## src/rtl/rgmii_phy_speed_poll.sv

```systemverilog
// rgmii_phy_speed_poll
// MDIO management master that periodically reads the PHY specific status
// register and resolves Ethernet speed, duplex and link for the RGMII MAC
// clock divider.
//
// Ports:
//   clk           125 MHz reference clock
//   reset_n       asynchronous active-low reset
//   poll_req      request an immediate poll (pulse or level)
//   mdio_in       MDIO pad input (asynchronous, synchronised here)
//   mdc           management clock to PHY
//   mdio_out      MDIO drive value
//   mdio_oe       MDIO output enable, 1 = drive
//   eth_speed     resolved speed: 10 = 1000, 01 = 100, 00 = 10 Mb/s
//   duplex        1 = full duplex
//   link_up       resolved link up
//   speed_change  one-cycle pulse after eth_speed takes a new value
//   mdio_err      sticky turnaround error, cleared by the next good frame
module rgmii_phy_speed_poll #(
    parameter int unsigned CLK_DIV     = 25,
    parameter logic [4:0]  PHY_ADDR    = 5'd0,
    parameter logic [4:0]  STAT_REG    = 5'd17,
    parameter int unsigned POLL_CYCLES = 125000
) (
    input  logic       clk,
    input  logic       reset_n,
    input  logic       poll_req,
    input  logic       mdio_in,
    output logic       mdc,
    output logic       mdio_out,
    output logic       mdio_oe,
    output logic [1:0] eth_speed,
    output logic       duplex,
    output logic       link_up,
    output logic       speed_change,
    output logic       mdio_err
);

    localparam int unsigned DIV_W   = 8;
    localparam int unsigned TIMER_W = 24;
    localparam int unsigned BIT_W   = 6;
    localparam int unsigned HDR_W   = 14;

    localparam logic [DIV_W-1:0]   DIV_LAST   = DIV_W'(CLK_DIV - 1);
    localparam logic [TIMER_W-1:0] TIMER_LAST = TIMER_W'(POLL_CYCLES - 1);
    // ST=01, OP=10 (read), PHY address, register address
    localparam logic [HDR_W-1:0]   HDR_BITS   = {2'b01, 2'b10, PHY_ADDR, STAT_REG};

    typedef enum logic [2:0] {
        S_WAIT,
        S_PRE,
        S_HDR,
        S_TA,
        S_DATA,
        S_UPD
    } state_t;

    state_t             state;
    state_t             state_next;
    logic [DIV_W-1:0]   div_cnt;
    logic [BIT_W-1:0]   bit_idx;
    logic [TIMER_W-1:0] timer;
    logic               pending;
    logic               mdio_s1;
    logic               mdio_s2;
    logic [HDR_W-1:0]   hdr_sr;
    logic [15:0]        data_sr;
    logic               frame_err;
    logic [1:0]         speed_prev;

    logic               running_c;
    logic               wrap_c;
    logic               rise_c;
    logic               fall_c;
    logic               start_c;
    logic [BIT_W-1:0]   next_idx_c;

    // MDC divider strobes and the frame start condition
    always_comb begin
        running_c  = (state == S_PRE) || (state == S_HDR) ||
                     (state == S_TA)  || (state == S_DATA);
        wrap_c     = running_c && (div_cnt == DIV_LAST);
        rise_c     = wrap_c && !mdc;
        fall_c     = wrap_c && mdc;
        next_idx_c = bit_idx + BIT_W'(1);
        start_c    = (state == S_WAIT) && (pending || poll_req || (timer == TIMER_LAST));
    end

    // Next-state logic; frame phases advance on MDC falling edges
    always_comb begin
        state_next = state;
        case (state)
            S_WAIT: if (start_c) state_next = S_PRE;
            S_PRE:  if (fall_c && (bit_idx == BIT_W'(31))) state_next = S_HDR;
            S_HDR:  if (fall_c && (bit_idx == BIT_W'(45))) state_next = S_TA;
            S_TA:   if (fall_c && (bit_idx == BIT_W'(47))) state_next = S_DATA;
            S_DATA: if (fall_c && (bit_idx == BIT_W'(63))) state_next = S_UPD;
            S_UPD:  state_next = S_WAIT;
            default: state_next = S_WAIT;
        endcase
    end

    // State register
    always_ff @(posedge clk or negedge reset_n) begin
        if (!reset_n) begin
            state <= S_WAIT;
        end else begin
            state <= state_next;
        end
    end

    // Frame datapath, pin drivers and resolved status
    always_ff @(posedge clk or negedge reset_n) begin
        if (!reset_n) begin
            div_cnt      <= '0;
            bit_idx      <= '0;
            timer        <= '0;
            pending      <= 1'b0;
            mdio_s1      <= 1'b1;
            mdio_s2      <= 1'b1;
            hdr_sr       <= '0;
            data_sr      <= '0;
            frame_err    <= 1'b0;
            mdc          <= 1'b0;
            mdio_out     <= 1'b1;
            mdio_oe      <= 1'b0;
            eth_speed    <= 2'b10;
            duplex       <= 1'b1;
            link_up      <= 1'b0;
            speed_change <= 1'b0;
            speed_prev   <= 2'b10;
            mdio_err     <= 1'b0;
        end else begin
            mdio_s1 <= mdio_in;
            mdio_s2 <= mdio_s1;

            // a request arriving on the start cycle is served by that frame
            pending <= start_c ? 1'b0 : (pending | poll_req);

            if ((state == S_WAIT) && !start_c) begin
                timer <= timer + TIMER_W'(1);
            end else begin
                timer <= '0;
            end

            if (start_c) begin
                div_cnt   <= '0;
                bit_idx   <= '0;
                mdc       <= 1'b0;
                mdio_out  <= 1'b1;
                mdio_oe   <= 1'b1;
                hdr_sr    <= HDR_BITS;
                frame_err <= 1'b0;
            end else if (running_c) begin
                div_cnt <= wrap_c ? '0 : div_cnt + DIV_W'(1);
                if (wrap_c) begin
                    mdc <= ~mdc;
                end
                if (fall_c) begin
                    bit_idx <= next_idx_c;
                    if ((next_idx_c != '0) && (next_idx_c < BIT_W'(32))) begin
                        mdio_out <= 1'b1;
                        mdio_oe  <= 1'b1;
                    end else if ((next_idx_c >= BIT_W'(32)) && (next_idx_c < BIT_W'(46))) begin
                        mdio_out <= hdr_sr[HDR_W-1];
                        mdio_oe  <= 1'b1;
                        hdr_sr   <= {hdr_sr[HDR_W-2:0], 1'b0};
                    end else begin
                        mdio_out <= 1'b1;
                        mdio_oe  <= 1'b0;
                    end
                end
                if (rise_c) begin
                    // PHY must pull the second turnaround bit low
                    if ((bit_idx == BIT_W'(47)) && mdio_s2) begin
                        frame_err <= 1'b1;
                        mdio_err  <= 1'b1;
                    end
                    if (bit_idx >= BIT_W'(48)) begin
                        data_sr <= {data_sr[14:0], mdio_s2};
                    end
                end
            end else begin
                div_cnt  <= '0;
                mdc      <= 1'b0;
                mdio_out <= 1'b1;
                mdio_oe  <= 1'b0;
            end

            if ((state == S_UPD) && !frame_err) begin
                mdio_err <= 1'b0;
                if (data_sr[11] && data_sr[10]) begin
                    link_up <= 1'b1;
                    duplex  <= data_sr[13];
                    // 2'b11 is a reserved speed code; keep the divider where it is
                    if (data_sr[15:14] != 2'b11) begin
                        eth_speed <= data_sr[15:14];
                    end
                end else begin
                    link_up <= 1'b0;
                end
            end

            speed_prev   <= eth_speed;
            speed_change <= (eth_speed != speed_prev);
        end
    end

endmodule

```

## config.mk

```make
export PLATFORM = sky130hd
export DESIGN_NAME = rgmii_phy_speed_poll
export DESIGN_NICKNAME = d
export VERILOG_FILES = /design/src/rtl/rgmii_phy_speed_poll.sv
export SDC_FILE = /design/constraint.sdc
export NUM_CORES = 1
export LEC_CHECK = 0
export CAP_MARGIN = 20
export CORE_ASPECT_RATIO = 0.9
export CORE_UTILIZATION = 40
export CTS_BUF_LIST = sky130_fd_sc_hd__clkbuf_4 sky130_fd_sc_hd__clkbuf_8
export DETAILED_ROUTE_END_ITERATION = 10
export SYNTH_ARGS = -nofsm -noshare
export SYNTH_HDL_FRONTEND = slang
export SYNTH_SLANG_ARGS = --single-unit
export TNS_END_PERCENT = 5
```

## constraint.sdc

```tcl
create_clock -name clk -period 2.4 [get_ports clk]
set_input_delay 0.48 -clock clk [delete_from_list [all_inputs] [get_ports clk]]
set_output_delay 0.48 -clock clk [all_outputs]
set_load 0.02 [all_outputs]
```

# Word-level counts from Yosys, hierarchy flattened
# Cells that the tools add are included.
[op_classes] n_addsub=3 mul=0 div=0 n_lt_le_gt_ge=4 n_eq_ne=22 n_shift=0 muxes=39 n_bitwise=3 reduce_logical=40
[ops] cell="14-bit 2-to-1 mux" n=5
[ops] cell="24-bit by 1-bit adder with 24-bit output (second input constant)" n=1
[ops] cell="24-bit by 17-bit == test with 1-bit output (second input constant)" n=1
[ops] cell="24-bit 2-to-1 mux" n=1
[ops] cell="8-bit 2-to-1 mux" n=3
[ops] cell="1-bit 2-to-1 mux" n=21
[ops] cell="6-bit == test (second input constant)" n=3
[ops] cell="6-bit 2-to-1 mux" n=3
[ops] cell="2-bit nonzero test" n=8
[ops] cell="3-bit 2-to-1 mux" n=5
[ops] cell="3-bit case mux with 5 select lines" n=1
[ops] cell="1-bit logical AND" n=14
[ops] cell="6-bit >= comparator (second input constant)" n=2
[ops] cell="6-bit less-than comparator (second input constant)" n=2
[ops] cell="4-bit AND reduction" n=3
[ops] cell="2-bit by 1-bit != test with 1-bit output (second input constant)" n=5
[ops] cell="8-bit by 1-bit adder with 8-bit output (second input constant)" n=1
[ops] cell="8-bit by 5-bit == test with 1-bit output (second input constant)" n=1
[ops] cell="6-bit by 1-bit adder with 6-bit output (second input constant)" n=1
[ops] cell="3-bit by 2-bit == test with 1-bit output (second input constant)" n=2
[ops] cell="3-bit == test (second input constant)" n=2
[ops] cell="6-bit by 5-bit == test with 1-bit output (second input constant)" n=1
[ops] cell="2-bit != test (second input constant)" n=3
[ops] cell="3-bit by 1-bit != test with 1-bit output (second input constant)" n=2
[ops] cell="other kinds (11)" n=20
[word_totals] register_bits=86 latchBits=0 ram_bits=0 romBits=0 in_bits=4 out_inout_bits=9 word_cells=130 memories=0

# Depth between registers and ports, before layout
# Gate-level depths: netlist of run 1.
[logic_depth] ltp_word=10 mapped_depth=8 mapped_depth_nobuf=7

# Least setup slack after synthesis of run 1
# OpenSTA, ideal clock, no wires.
[synth_path] path_type="reg-to-reg" startpoint="register div_cnt[0]" endpoint="register data_sr[10]" setup_time_ps=125 t_arrival_ps=2126 t_required_ps=2275 setup_slack_ps=149 stages_incl_launch_ff=9 path_buffers=1 period_less_slack_ps=2251 cell_sequence="dfrtp_1 -> inv_1 -> ha_1 -> nand4b_1 -> or4_4 -> or3_4 -> nor2_8 -> buf_12 -> mux2_4"
[synth_between] elab_chain_len=4
[synth_lines] item="start, declared" line_no="60" source="logic [DIV_W-1:0] div_cnt;"
[synth_lines] item="start signal, assigned" line_no="155" source="div_cnt <= wrap_c ? '0 : div_cnt + DIV_W'(1);"
[synth_lines] item="8-bit by 5-bit == test with 1-bit output" line_no="82" source="wrap_c = running_c && (div_cnt == DIV_LAST);"
[synth_lines] item="1-bit logical AND" line_no="82"
[synth_lines] item="1-bit logical AND" line_no="83" source="rise_c = wrap_c && !mdc;"
[synth_lines] item="4-bit AND reduction (no source line)"
[synth_lines] item="end signal, assigned" line_no="180" source="data_sr <= {data_sr[14:0], mdio_s2};"
[synth_lines] item="end, declared" line_no="67" source="logic [15:0] data_sr;"
# No other way between the ends.
# A chain may end at the register's enable or synchronous reset.

# Worst setup path after layout of run 1
[layout_path] startpoint="register div_cnt[1]" endpoint="register data_sr[7]"
# The elaborated chain is that of the path after synthesis.

==> reports/results.ini, run 1 <==
[outcome]
status = finished, final reports clean

[floorplanning]
start_util_pct = 41.7
rows = 34
die_w_microns = 108
coreArea_sq_um = 9780
dieArea_sq_um = 10600
die_h_microns = 97.8
ios = 13

[synth]
synth_edf_count = 0
synth_top_flop_cell = dfrtp_1
syn-num-nets = 389
netlist_area_sq_um = 4080
ys_seq_area_share_pct = 52.9
synth_warnings = 0
synth_top_cell_area_share_pct = 49.1
async_reset_ff_share_pct = 100
syn_inst = 380
synthTopCellsByArea = dfrtp_1 (49%), xor2_1 (4.9%), nor2_1 (4.9%)
synth_cell_types = 47
yosys_register_bits = 86
synth_top_area_cell = dfrtp_1
avgSynthCellArea_sq_um = 10.7

[worst_setup_path]
cp.required_ns = 2.64
crit_type = register to register
cp_max_fo = 5
worst-r2r-setup-slack_ns = 0.08
cp_cell_sequence = inv_1, ha_1, nand4b_1, or4_4, or3_4, nor2_8, clkbuf_16, mux2_4
reg2regPathDepth = 8
worstReg2RegStart = div_cnt[1]
arrival_ns = 2.56
crit_family = simple AND/OR/NAND/NOR gates
rr_endpoint = data_sr[7]
critPathSlowestCell = or4_4
cp-end-kind = register
path_buf_inv = 2
slowest_delay_ns = 0.45
startpoint_type = register

[clock_network]
clk_pin_slew_ns = 0.09
htreeDepth = 3
numCtsBuffers = 9
cts_tree = done
clock_latency_ns = 0.36
cts_sinks = 86
cts_hold_buf = 0
clockBufferDepth = 2
cts-root-buf = clkbuf_8

[placement]
pre_cts_ws_ns = 0.119
globalplace.congestion = 0.815
placed_cells = 513
io_buffers = 12
dp_hpwl_microns = 4820
dpl_cell_area_sq_um = 4360

[global_routing]
grtUsageTotal_pct = 15.4
antenna_found_initial = 0
grt_pass1_wl_microns = 12900
grt_overflow = 0
grt_max_degree = 59
first_global_vias = 2684

[drt]
route.detailed.drc = 0
drtIter0Drc = 118
dr_total_vias = 2754
dr.pass1.iters = 4
ant_nets = 0
vias_per_cell = 5.18
totalWireLength_microns = 7330
routedWlPerCell_microns = 13.8

[layout]
area_growth_pct = 13.0
antennaDiodeCount = 0
multi_input_area_sq_um = 1770
seq_area_sq_um = 2160
fin_area_sq_um = 4610
fin_cells = 532
nets = 410
fill_cells = 935
drive_gt1_share_pct = 15.8

[timing]
fin_ws_ns = 0.0818
min_period_ns = 2.32
hold_viol_final = 0
max_freq_ghz = 0.431
setup-violations-final = 0
finalMaxSlewViolations = 0
clock_skew_ns = 0.0121
slew_headroom_pct = 64.6
worst_pin_slew_ns = 0.531
finalCritPeriodShare_pct = 96.6
fin_setup_tns_ns = 0

[hold_path]
hp-class = input pin to async pin

[run]
maxCapViolCount = 0

[pwr]
ir_drop_uv = 313
p_per_area_nw_per_um2 = 567
p_leak_nw = 2.10

## logic make-up after synthesis
group,share of synthesized area [%]
fa+ha+maj,1.53
compound gates,4.66
simple gates,21.5
buf+inv,3.71
mux,8.80
flops,52.9
xor+xnor,6.87
## synthesized netlist by cell type (6+ instances only)
cell and instances:
nand2_1 34, clkbuf_1 11, dfstp_2 6, xor2_1 23, inv_1 12, mux2_4 10, nand3_1 18, nand4_1 10
mux2i_1 13, a21oi_1 8, nor2_1 53, nor4b_1 6, mux2_2 7, xnor2_1 9, and3_1 13, o21ai_0 9
dfrtp_1 80
## registers in the layout, summed over array words and instances, names as in the netlist, 2 cells and up
name	flops
speed_prev	2
bit_idx	6
data_sr	16
eth_speed	2
timer	24
state	3
hdr_sr	14
div_cnt	8
## worst reg2reg max path, cell delays in order, from the launching register on
cell,delay [ns]
dfrtp_1,0.40
inv_1,0.06
ha_1,0.13
nand4b_1,0.13
or4_4,0.45
or3_4,0.43
nor2_8,0.15
clkbuf_16,0.17
mux2_4,0.29
## where the power goes
part / leakage (nW) / internal, mW / total [mW] / switching, mW
sequential: 1.12 / 1.46 / 1.47 / 0.0122
clock: 0.0978 / 0.500 / 1.04 / 0.538
combinational: 0.882 / 0.0394 / 0.101 / 0.0619
## how the worst max path moves through the flow
stage | from | endpoint | slack, ns | cells past startpoint
detailed placement | div_cnt[1] | data_sr[4] | 0.12 | 8
floorplan | div_cnt[0] | data_sr[10] | 0.15 | 8
global route | div_cnt[1] | data_sr[7] | -0.007 | 8
CTS | div_cnt[1] | data_sr[4] | 0.10 | 8
finish | div_cnt[1] | data_sr[7] | 0.08 | 8
global placement | div_cnt[1] | data_sr[2] | 0.14 | 8
## through the flow
| step | hold slack, ns | power [mW] | util, % |
|---|---|---|---|
| detailed placement | 0.352 | 1.61 | 44.6 |
| global placement | 0.346 | 1.60 | 44.6 |
| floorplan | 0.184 | 1.56 | - |
| finish | 0.0431 | 2.61 | 47.1 |
| CTS | 0.0421 | 2.65 | 46.6 |
| global route | 0.0576 | 2.72 | 47.1 |
## layer usage
layer  track usage (%)  vias to the layer above  wire length (microns)
met4              5.61                        0                     77
met5                 0                        -                      0
li1                  -                     1345                      -
met2              23.0                       42                   3350
met3              3.74                        6                    232
met1              21.8                     1361                   3660
## timing repair
| item | CTS | global route |
|---|---|---|
| gates resized for setup | 0 | 1 |
| setup buffers | 0 | 2 |
| setup endpoints to repair | 0 | 11 |
## layout make-up
| cell class | count | area share [%] |
|---|---|---|
| Clock buffer | 10 | 2.85 |
| Clock inverter | 6 | 1.52 |
| Inverter | 12 | 0.977 |
| Multi-Input combinational cell | 265 | 38.4 |
| Sequential cell | 86 | 46.9 |
| Tap cell | 126 | 3.42 |
| Timing Repair Buffer | 27 | 6.00 |
## cell usage in the layout (no fill, tap or decap), types with 11 or more instances in the layout
master and n:
clkdlybuf4s50_1 11, dfrtp_1 80, mux2i_1 13, xor2_1 23, nor2_1 53, nand2_1 34, nand3_1 18, and3_1 13
buf_4 12, inv_1 12
No activity file was read; power rests on OpenSTA's default activity.
==> run 2: changes to the inputs <==
PLACE_DENSITY_LB_ADDON = 0.15   (was default)
REMOVE_ABC_BUFFERS = 1   (was default)
==> reports/results.ini, run 2 (same netlist as run 1, synthesis figures left out) <==
[drt]
drtIter0Drc = 133  ; was 118
route.detailed.drc = 0  ; unchanged
routedWlPerCell_microns = 13.6  ; was 13.8 microns
dr_total_vias = 2678  ; was 2,754
vias_per_cell = 5.02  ; was 5.18
ant_nets = 0  ; unchanged
dr.pass1.iters = 4  ; unchanged
totalWireLength_microns = 7270  ; was 7330 microns

[timing]
slew_headroom_pct = 68.9  ; was 64.6%
grt_setup_unrepaired = yes
finalMaxSlewViolations = 0  ; unchanged
finalCritPeriodShare_pct = 97.5  ; was 96.6%
min_period_ns = 2.34  ; was 2.32 ns
worst_pin_slew_ns = 0.460  ; was 0.531 ns
fin_ws_ns = 0.0591  ; was 0.0818 ns
max_freq_ghz = 0.427  ; was 0.431 GHz
setup-violations-final = 0  ; unchanged
clock_skew_ns = 0.00950  ; was 0.0121 ns
timing.hold.ws_ns = 0.0709  ; was 0.0431 ns
hold_viol_final = 0  ; unchanged

[placement]
dpl_cell_area_sq_um = 4340  ; was 4360 sq um
io_buffers = 12  ; unchanged
globalplace.congestion = 0.773  ; was 0.815
dp_hpwl_microns = 4850  ; was 4820 microns
pre_cts_ws_ns = -0.00477  ; was 0.119 ns

[clock_network]
cts-root-buf = clkbuf_8  ; unchanged
cts_tree = done  ; unchanged
htreeDepth = 3  ; unchanged
clk_pin_slew_ns = 0.08  ; was 0.09 ns
cts_hold_buf = 0  ; unchanged
clockBufferDepth = 2  ; unchanged
numCtsBuffers = 9  ; unchanged
cts_sinks = 86  ; unchanged
clock_latency_ns = 0.36  ; about the same

[layout]
regMostFlops = timer  ; unchanged
area_growth_pct = 12.7  ; was 13.0%
drive_gt1_share_pct = 16.0  ; was 15.8%
fin_area_sq_um = 4600  ; was 4610 sq um
fill_cells = 926  ; was 935
reg_top3 = timer x24, data_sr x16, hdr_sr x14  ; unchanged
antennaDiodeCount = 0  ; unchanged
layout_commonest_cell = dfrtp_1  ; unchanged
largest_reg_flops = 24  ; unchanged
final_cell_mix = dfrtp_1 (80), nor2_1 (53), nand2_1 (34), xor2_1 (23), nand3_1 (18)  ; unchanged
nets = 412  ; was 410

[worst_setup_path]
arrival_ns = 2.58  ; was 2.56 ns
cp-end-kind = register  ; unchanged
crit_type = register to register  ; unchanged
cp.required_ns = 2.64  ; about the same
startpoint_type = register  ; unchanged
cp_max_fo = 6  ; was 5

[floorplanning]
die_w_microns = 108  ; unchanged
dieArea_sq_um = 10600  ; unchanged
ios = 13  ; unchanged
die_h_microns = 97.8  ; unchanged
start_util_pct = 41.7  ; unchanged
rows = 34  ; unchanged
coreArea_sq_um = 9780  ; unchanged

[pwr]
p_leak_nw = 2.11  ; was 2.10 nW
ir_drop_uv = 266  ; was 313 uV
p_per_area_nw_per_um2 = 560  ; was 567 nW/um^2

[run]
maxCapViolCount = 0  ; unchanged

[hold_path]
hp-class = input pin to async pin  ; unchanged

[global_routing]
grt_pass1_wl_microns = 12500  ; was 12,900 microns
grt_overflow = 0  ; unchanged
first_global_vias = 2543  ; was 2,684
antenna_found_initial = 0  ; unchanged
grt_max_degree = 51  ; was 59
grtUsageTotal_pct = 15.3  ; was 15.4%

[outcome]
status = finished, final reports clean  ; unchanged

-- run 2: changes by cell type in the layout (fill, tap and decap cells not counted) --
| cell | change |
|---|---|
| inv_8 | -1 |
| buf_4 | +3 |
| clkinv_2 | +1 |
| clkinvlp_4 | -1 |
| clkbuf_16 | -1 |
| clkinv_4 | -1 |
| clkbuf_8 | +1 |
-- run 2: worst paths after layout --
path | slack, ns | depth (start not counted) | endpoint | start
setup / recovery | 0.06 | 8 | data_sr[12] | div_cnt[1]
hold / removal | 0.07 | 1 | div_cnt[2] | reset_n
setup reg to reg | 0.06 | 8 | data_sr[12] | div_cnt[1]
hold reg to reg | 0.36 | 0 | mdio_s2 | mdio_s1
max in group asynchronous | 1.65 | 2 | mdio_s1 | reset_n
min in group clk | 0.36 | 0 | mdio_s2 | mdio_s1
-- run 2: power by group --
part / switching [mW] / internal (mW)
registers: 0.0114 / 1.46
clock network: 0.489 / 0.512
logic: 0.0623 / 0.0399
-- run 2: stage by stage --
step	setup TNS, ns	instances	total power [mW]	utilization, %
floorplan	0	363	1.55	-
global placement	0	512	1.61	44.4
detailed placement	-0.0116	512	1.61	44.4
CTS	0	527	2.63	46.4
global route	-0.171	533	2.70	47.0
finish	0	533	2.58	47.0
-- run 2: what timing repair did --
action                                  in CTS  in global routing
pin swaps                                    1                  1
resized for setup                            0                  1
buffers inserted                             0                  6
endpoints found under the setup margin       6                 16
gates cloned                                 0                  0
-- run 2: metal layers --
layer  part of all wire, %  global-route usage [%]  up-vias
li1                      -                       -     1348
met4                   1.5                    5.30        0
met5                     0                       0        -
met1                    53                    22.6     1284
met2                    42                    21.3       36
met3                   3.2                    4.21       10
-- run 2: worst max-delay path, stage by stage, from the launching register on --
cell	delay, ns
dfrtp_1	0.40
inv_1	0.06
ha_1	0.14
nand4b_1	0.14
or4_4	0.46
or3_4	0.39
nor2_8	0.18
buf_6	0.16
mux2_4	0.30
-- run 2: layout make-up --
class | count | area [sq um] | share of cell area [%]
clock buffers | 11 | 145 | 3.16
clock inverters | 4 | 47.5 | 1.03
inverters | 12 | 45.0 | 0.980
repair buffers | 29 | 274 | 5.96
well taps | 126 | 158 | 3.43
multi-input cells | 265 | 1770 | 38.5
flip-flops and latches | 86 | 2160 | 47.0
==> run 3: changes to the inputs <==
SLEW_MARGIN = 20   (was default)
==> results of run 3 <==
No change in the layout: final DEF, timing and power equal those of run 2.
